===== config.mk =====
export PLATFORM = sky130hd
export DESIGN_NAME = operand_fetch
export DESIGN_NICKNAME = d
export VERILOG_FILES = /design/src/rtl/operand_fetch.sv
export SDC_FILE = /design/constraint.sdc
export NUM_CORES = 1
export LEC_CHECK = 0
export ABC_AREA = 1
export BUFFER_PORTS_ARGS = -buffer_cell sky130_fd_sc_hd__buf_2
export CORE_ASPECT_RATIO = 1.4
export CORE_MARGIN = 5
export CORE_UTILIZATION = 43
export CTS_BUF_LIST = sky130_fd_sc_hd__clkbuf_4 sky130_fd_sc_hd__clkbuf_8
export CTS_CLUSTER_SIZE = 30
export DETAILED_ROUTE_END_ITERATION = 6
export PLACE_DENSITY = 0.83
export SYNTH_ARGS = -nofsm -noshare
export SYNTH_HDL_FRONTEND = slang
export SYNTH_SLANG_ARGS = --single-unit
export TNS_END_PERCENT = 30

===== constraint.sdc =====
create_clock -name i_clk -period 2.1 [get_ports i_clk]
set_input_delay 0.105 -clock i_clk [delete_from_list [all_inputs] [get_ports i_clk]]
set_output_delay 0.105 -clock i_clk [all_outputs]
set_load 0.02 [all_outputs]

===== src/rtl/operand_fetch.sv =====
// Operand fetch stage: reads source registers with writeback bypass, tracks
// in-flight destinations in a busy scoreboard and hands operands to execute.

package rapid_pkg;
    localparam int XLEN = 32;
endpackage

module operand_fetch #(
    parameter int XLEN = rapid_pkg::XLEN
) (
    input  logic            i_clk,
    input  logic            i_reset_n,
    input  logic            i_dec_valid,
    output logic            o_dec_ready,
    input  logic [4:0]      i_rs1,
    input  logic [4:0]      i_rs2,
    input  logic [4:0]      i_rd,
    input  logic            i_uses_rs1,
    input  logic            i_uses_rs2,
    input  logic            i_writes_rd,
    output logic [4:0]      o_rf_rs1,
    output logic [4:0]      o_rf_rs2,
    output logic            o_rf_rs1_out,
    output logic            o_rf_rs2_out,
    input  logic [XLEN-1:0] i_rf_rs1_data,
    input  logic [XLEN-1:0] i_rf_rs2_data,
    input  logic            i_wb_valid,
    input  logic [4:0]      i_wb_rd,
    input  logic [XLEN-1:0] i_wb_data,
    output logic            o_ex_valid,
    input  logic            i_ex_ready,
    output logic [XLEN-1:0] o_ex_rs1_data,
    output logic [XLEN-1:0] o_ex_rs2_data,
    output logic [4:0]      o_ex_rd,
    output logic            o_ex_writes_rd,
    input  logic            i_flush,
    output logic [31:0]     o_busy_mask,
    output logic [15:0]     o_stall_count
);

    logic            ex_valid_q, ex_valid_d;
    logic [XLEN-1:0] ex_rs1_data_q, ex_rs1_data_d;
    logic [XLEN-1:0] ex_rs2_data_q, ex_rs2_data_d;
    logic [4:0]      ex_rd_q, ex_rd_d;
    logic            ex_writes_rd_q, ex_writes_rd_d;
    logic [31:0]     busy_q, busy_d;
    logic [15:0]     stall_count_q, stall_count_d;

    logic wb_hit_rs1, wb_hit_rs2;
    logic hazard_rs1, hazard_rs2, hazard;
    logic issue;

    function automatic logic [XLEN-1:0] select_operand(
        input logic [4:0]      rs,
        input logic            wb_hit,
        input logic [XLEN-1:0] wb_data,
        input logic [XLEN-1:0] rf_data
    );
        if (rs == 5'd0) return '0;
        if (wb_hit)     return wb_data;
        return rf_data;
    endfunction

    assign o_rf_rs1     = i_rs1;
    assign o_rf_rs2     = i_rs2;
    assign o_rf_rs1_out = i_dec_valid & i_uses_rs1;
    assign o_rf_rs2_out = i_dec_valid & i_uses_rs2;

    // A same-cycle writeback of the source resolves the hazard via the bypass.
    assign wb_hit_rs1 = i_wb_valid && (i_wb_rd == i_rs1);
    assign wb_hit_rs2 = i_wb_valid && (i_wb_rd == i_rs2);
    assign hazard_rs1 = i_uses_rs1 && (i_rs1 != 5'd0) && busy_q[i_rs1] && !wb_hit_rs1;
    assign hazard_rs2 = i_uses_rs2 && (i_rs2 != 5'd0) && busy_q[i_rs2] && !wb_hit_rs2;
    assign hazard     = hazard_rs1 || hazard_rs2;

    assign o_dec_ready = !hazard && !i_flush && (!ex_valid_q || i_ex_ready);
    assign issue       = i_dec_valid && o_dec_ready;

    always_comb begin
        // NOTE: every _d takes its held value first, so no path can infer a latch.
        ex_valid_d     = ex_valid_q;
        ex_rs1_data_d  = ex_rs1_data_q;
        ex_rs2_data_d  = ex_rs2_data_q;
        ex_rd_d        = ex_rd_q;
        ex_writes_rd_d = ex_writes_rd_q;
        busy_d         = busy_q;
        stall_count_d  = stall_count_q;

        if (i_dec_valid && hazard && (stall_count_q != 16'hFFFF)) begin
            stall_count_d = stall_count_q + 16'd1;
        end

        if (i_flush) begin
            ex_valid_d = 1'b0;
            busy_d     = '0;
        end else begin
            if (i_wb_valid) begin
                busy_d[i_wb_rd] = 1'b0;
            end
            // Applied after the clear so an issue to the same index stays busy.
            if (issue && i_writes_rd) begin
                busy_d[i_rd] = 1'b1;
            end
            if (issue) begin
                ex_valid_d     = 1'b1;
                ex_rs1_data_d  = select_operand(i_rs1, wb_hit_rs1, i_wb_data, i_rf_rs1_data);
                ex_rs2_data_d  = select_operand(i_rs2, wb_hit_rs2, i_wb_data, i_rf_rs2_data);
                ex_rd_d        = i_rd;
                ex_writes_rd_d = i_writes_rd;
            end else if (ex_valid_q && i_ex_ready) begin
                ex_valid_d = 1'b0;
            end
        end

        busy_d[0] = 1'b0;
    end

    // NOTE: state registers use non-blocking assignments so every flop samples pre-edge values.
    always_ff @(posedge i_clk or negedge i_reset_n) begin
        if (!i_reset_n) begin
            ex_valid_q     <= 1'b0;
            ex_rs1_data_q  <= '0;
            ex_rs2_data_q  <= '0;
            ex_rd_q        <= '0;
            ex_writes_rd_q <= 1'b0;
            busy_q         <= '0;
            stall_count_q  <= '0;
        end else begin
            ex_valid_q     <= ex_valid_d;
            ex_rs1_data_q  <= ex_rs1_data_d;
            ex_rs2_data_q  <= ex_rs2_data_d;
            ex_rd_q        <= ex_rd_d;
            ex_writes_rd_q <= ex_writes_rd_d;
            busy_q         <= busy_d;
            stall_count_q  <= stall_count_d;
        end
    end

    assign o_ex_valid     = ex_valid_q;
    assign o_ex_rs1_data  = ex_rs1_data_q;
    assign o_ex_rs2_data  = ex_rs2_data_q;
    assign o_ex_rd        = ex_rd_q;
    assign o_ex_writes_rd = ex_writes_rd_q;
    assign o_busy_mask    = busy_q;
    assign o_stall_count  = stall_count_q;

endmodule


== Word-level counts from Yosys, hierarchy flattened ==
Index checks and enable logic that the tools add are counted.

* Bits of input ports: 125
* Output and inout port bits: 132
* Logic and storage cells: 90
* Bits in registers: 118

* Mux-type cells: 37
* $add $sub $neg: 1
* Bitwise gates (word level): 6
* Reductions and logical operators: 30
* Order comparisons: 6
* Equal/unequal tests: 3

{| class="wikitable"
|+ Operators with widths
! operator !! number
|-
| $mux 32 || 12
|-
| $and 32x32->32 || 1
|-
| $not 32->32 || 1
|-
| $or 32x32->32 || 1
|-
| $lt 5x6->1 const B || 4
|-
| $mux 1 || 21
|-
| $logic_and 1x1->1 || 17
|-
| $add 16x1->16 const B || 1
|-
| $ne 16x16->1 const B || 1
|-
| $bmux 1 s5 || 2
|-
| $demux 1 s5 || 2
|-
| $eq 5x5->1 || 2
|-
| $ge 5x1->1 const B || 2
|-
| $logic_not 5->1 || 2
|-
| $reduce_bool 5->1 || 2
|-
| $logic_not 1->1 || 5
|-
| $reduce_bool 3->1 || 1
|-
| $and 1x1->1 || 2
|-
| $logic_or 1x1->1 || 2
|-
| $reduce_and 2->1 || 1
|-
| $not 1->1 || 1
|}

== Depth between registers and ports, before layout ==
* Depth after elaboration: 16
* Gate-level depth with buffers: 17
* Gate-level depth less buffers: 16

== Worst setup path before layout ==
No wires, ideal clock.

* Path type: flip-flop to flip-flop
* Start: register busy_q[24] (netlist: o_busy_mask[24])
* End: register ex_rs1_data_q[0] (netlist: o_ex_rs1_data[0])
* Clock period less this slack: 1878 ps
* Slack: 222 ps
* Cell stages (with the launch flop): 14
* Path buffers: 2
* Arrival: 1760 ps
* Required time: 1982 ps
* Setup time: 118 ps
* Cell sequence: dfrtp_1 -> or2_2 -> nand3_1 -> nand3_1 -> nand3_1 -> nand2_1 -> nand3_1 -> nand2_2 -> nor2_8 -> nand2_4 -> buf_2 -> buf_2 -> nand2_1 -> nand2_1

* Word-level cells in the longest chain between the ends: 10
* Elaborated cells on any way between the ends: 14
* Classes of those cells: mux: 4; reduce/logical: 10

{| class="wikitable"
|+ Ends and longest elaborated chain
! element !! RTL line !! RTL
|-
| from (decl) || 46 || <nowiki>logic [31:0] busy_q, busy_d;</nowiki>
|-
| from (signal assigned) || 134 || <nowiki>busy_q <= busy_d;</nowiki>
|-
| $bmux 1 s5, on equally long branches || 72, 73 ||
|-
| $mux 1, on equally long branches || 72, 73 ||
|-
| $logic_and 1x1->1, on equally long branches (2 in a row) || 72, 73 ||
|-
| $logic_or 1x1->1 (*) || 74 || <nowiki>assign hazard = hazard_rs1 || hazard_rs2;</nowiki>
|-
| $logic_not 1->1 (*) || 76 || <nowiki>assign o_dec_ready = !hazard && !i_flush && (!ex_valid_q || i_ex_ready);</nowiki>
|-
| $logic_and 1x1->1 (*) (2 in a row) || 76 ||
|-
| $logic_and 1x1->1 (*) || 77 || <nowiki>assign issue = i_dec_valid && o_dec_ready;</nowiki>
|-
| $reduce_and 2->1 (no line) (*) || -- ||
|-
| to (signal assigned) || 130 || <nowiki>ex_rs1_data_q <= ex_rs1_data_d;</nowiki>
|-
| to (decl) || 42 || <nowiki>logic [XLEN-1:0] ex_rs1_data_q, ex_rs1_data_d;</nowiki>
|}

Mark *: on every way between the ends. The rest lies on a longest branch, timed or not. The select of a mux whose other input is x is not followed.
A chain may end at the register's enable or synchronous reset.

== Worst setup path after layout ==
* Start: register busy_q[16] (netlist: o_busy_mask[16])
* End: output o_dec_ready

* Word-level cells in the longest chain between the ends: 8
* Elaborated cells on any way between the ends: 12
* Classes of those cells: mux: 4; reduce/logical: 8

{| class="wikitable"
|+ Ends and longest elaborated chain
! element !! RTL line !! RTL
|-
| $bmux 1 s5, on equally long branches || 72, 73 ||
|-
| $mux 1, on equally long branches || 72, 73 ||
|-
| $logic_and 1x1->1, on equally long branches (2 in a row) || 72, 73 ||
|-
| $logic_or 1x1->1 (*) || 74 ||
|-
| $logic_not 1->1 (*) || 76 ||
|-
| $logic_and 1x1->1 (*) (2 in a row) || 76 ||
|-
| to (decl) || 14 || <nowiki>output logic o_dec_ready,</nowiki>
|}

Marked as above.

==> reports/qor.txt <==
die width = 118.0 um
Max IR drop VDD = 0.0005346 V
Layout area overhead = 29.17%
Post-Synthesis Cells = 898
final setup margin = 0.07780 ns
post-route ant nets = 0
First-pass DRT Iterations = 6
crit-path cells = inv_1 -> nand2_1 -> nand3_1 -> nand2_1 -> nand2_1 -> nand2_1 -> nor2_1 -> nand2_1 -> nand3_2 -> nand2_4 -> nor2_8 -> buf_8 -> buf_6
vias in the first global route = 7497
fin nets = 1285
Worst Skew = 0.01839 ns
post-DR vias/cell = 5.356
post-place setup slack = 0.03494 ns
clock-pin slew on the worst setup and hold paths = 0.08 ns
register bit total from synthesis = 118
filler cell count in the final layout = 1503
initial core utilization = 43.64%
syn_nets = 1024
Avg WL per Cell = 17.35 um
Tot GR Track Use = 24.33%
num rows = 55
type of origin of the critical path = register
Placed Cells = 1326
drt drc = 0
post-layout min period = 2.022 ns
CP required = 2.00 ns
Final Max Slew Viols = 0
Seq/Total Area, Yosys = 42.02%
area of the mapped netlist = 7027 sq um
first-pass GRT wire length = 37750 um
Rel. slew slack = 65.71%
type of the worst min-delay path = primary input to register
RSZ-0062 raised after global routing = yes
Tightest Pin Transition = 0.5144 ns
synth warn = 0
final setup fails = 0
CTS root buffer = clkbuf_8
number of diodes = 0
Final HPWL DP = 18250 um
deepest clock path buffer count = 2
H-tree levels = 4
top-area cell type share of the netlist area = 42.02%
leakage = 4.886 nW
number of max-cap violations = 0
CTS tree = yes
die height = 161.3 um
dominant cell type by area after synthesis = dfrtp_1
CP peak stage delay = 0.41 ns
CORE AREA = 16100 sq um
number of I/O port buffers = 255
Critical Path AT = 1.92 ns
Worst path depth = 13
GRT overflow = 0
top post-synthesis cells by area = dfrtp_1 (42%), nand2_1 (14%), mux2_2 (10%), nand3_1 (7.9%), nor2_1 (3.5%)
CP most frequent cell = nand2_1
maximum achievable frequency = 0.4945 GHz
Inserted Clock Buffers = 17
non-filler cells, final = 1371
layout cells sized above 1 = 36.26%
syn_area_per_cell = 7.825 sq um
Hold Path Cell Cnt = 4
CTS sink cnt = 118
Final period util = 96.30%
outcome = complete, no violations
antenna violations before repair = 0
critical path class = register to output port
total design power = 7.049 mW
CP Max Fanout = 3
global placement routability congestion = 1.003
PwrDens = 776.6 nW/um^2
I/O Pins = 257
Iteration-0 DRC Markers = 453
via count = 7343
Crit-path slowest cell = dfrtp_1
Reg2Reg Depth = 15
Worst Path Buf+Inv = 3
die footprint = 19030 sq um
Clock Latency Late Sink = 0.42 ns
Unique masters post-synth = 33
CP Capture Type = output port
Final Hold Viols = 0
crit-path leading delay family = simple AND/OR/NAND/NOR gates
largest net degree at the start of global routing = 57
Routed WL = 23780 um
[Yosys cell counts (all sizes together)]
library cell	number
nand2	260
nand3	120
dfrtp	118
nor2	67
mux2	64
inv	59
o21ai	47
buf	41
a21oi	40
nand4	34
clkbuf	18
xor2	9
o211ai	7
xnor2	4
a21boi	2
nand3b	2
nor3	2
conb	1
ha	1
nor4	1
or2	1
[stage by stage]
stage / area (sq um) / setup TNS (ns) / util, % / hold WS, ns
after floorplan: 7027 / 0 / - / -0.1906
after CTS: 8997 / 0 / 55.87 / 0.001371
after global routing: 9076 / -0.1313 / 56.36 / 0.03130
after detailed placement: 8507 / 0 / 52.83 / 0.03839
after global placement: 8507 / 0 / 52.83 / 0.03673
final: 9076 / 0 / 56.36 / 0.03698
[worst paths after layout]
kind / to / start / slack, ns
max in group asynchronous: o_busy_mask[2] / i_reset_n / 1.33
setup / recovery: o_dec_ready / o_busy_mask[16] / 0.08
min in group asynchronous: o_ex_rs1_data[10] / i_reset_n / 0.13
setup reg to reg: o_stall_count[8] / o_busy_mask[21] / 0.13
hold reg to reg: o_ex_rs1_data[17] / o_ex_rs1_data[17] / 0.48
hold / removal: o_ex_rs1_data[8] / i_rf_rs1_data[8] / 0.04
[repair_timing]
action                                  CTS  global route
endpoints found under the hold margin   121             0
pin swaps                                 2             4
gates cloned                              0             1
endpoints found under the setup margin    1           105
gates resized for setup                   6            16
buffers inserted                          4             4
hold buffers                              4             0
[cell type report]
| type | count | area, sq um | share of cell area [%] |
|---|---|---|---|
| clock buffers | 18 | 247.7 | 2.730 |
| clock inverters | 14 | 152.6 | 1.682 |
| inverters | 59 | 224.0 | 2.468 |
| multi-input cells | 662 | 3531 | 38.90 |
| flip-flops and latches | 118 | 2953 | 32.53 |
| well taps | 199 | 249.0 | 2.743 |
| repair buffers | 301 | 1719 | 18.94 |
[cell usage in the layout (no fill, tap or decap), types with 3 or more instances in the layout]
master,n
a21oi_1,40
buf_12,4
buf_2,253
buf_4,36
clkbuf_8,18
clkinv_2,3
clkinv_4,6
dfrtp_1,118
dlygate4sd3_1,4
inv_1,46
inv_2,12
mux2_2,64
nand2_1,258
nand3_1,109
nand3_2,11
nand4_1,34
nor2_1,64
o211ai_1,7
o21ai_0,39
o21ai_1,7
xnor2_1,4
xor2_1,9
[sequential cells by signal (all words and copies together) (netlist names)]
register        flops
o_ex_writes_rd      1
o_ex_rs2_data      32
o_ex_rs1_data      32
o_ex_valid          1
o_busy_mask        31
o_stall_count      16
o_ex_rd             5
[where the power goes]
group	internal (mW)	switching [mW]
clock	1.10	0.962
sequential	2.64	0.235
combinational	0.743	1.37
[per-layer routing]
layer | track usage [%] | vias up | share of wire, %
met5 | 0 | - | 0
met4 | 14.29 | 0 | 5.2
met3 | 4.869 | 86 | 6.2
met2 | 42.33 | 332 | 52
met1 | 27.53 | 3433 | 37
li1 | - | 3492 | -
[worst reg2reg max path: cells and delay by family, from the launching register on]
kind | cells | cell delay, ns
buf+inv | 4 | 0.41
simple gates | 9 | 0.78
compound gates | 2 | 0.29
flops | 1 | 0.38
[kinds of logic after synthesis]
logic type | share of synthesized area (%)
other cells | 0.05337
mux | 10.26
compound gates | 7.158
buf+inv | 8.066
xor+xnor | 1.620
fa+ha+maj | 0.1780
simple gates | 30.64
flops | 42.02
(Power assumes the default switching activity.)
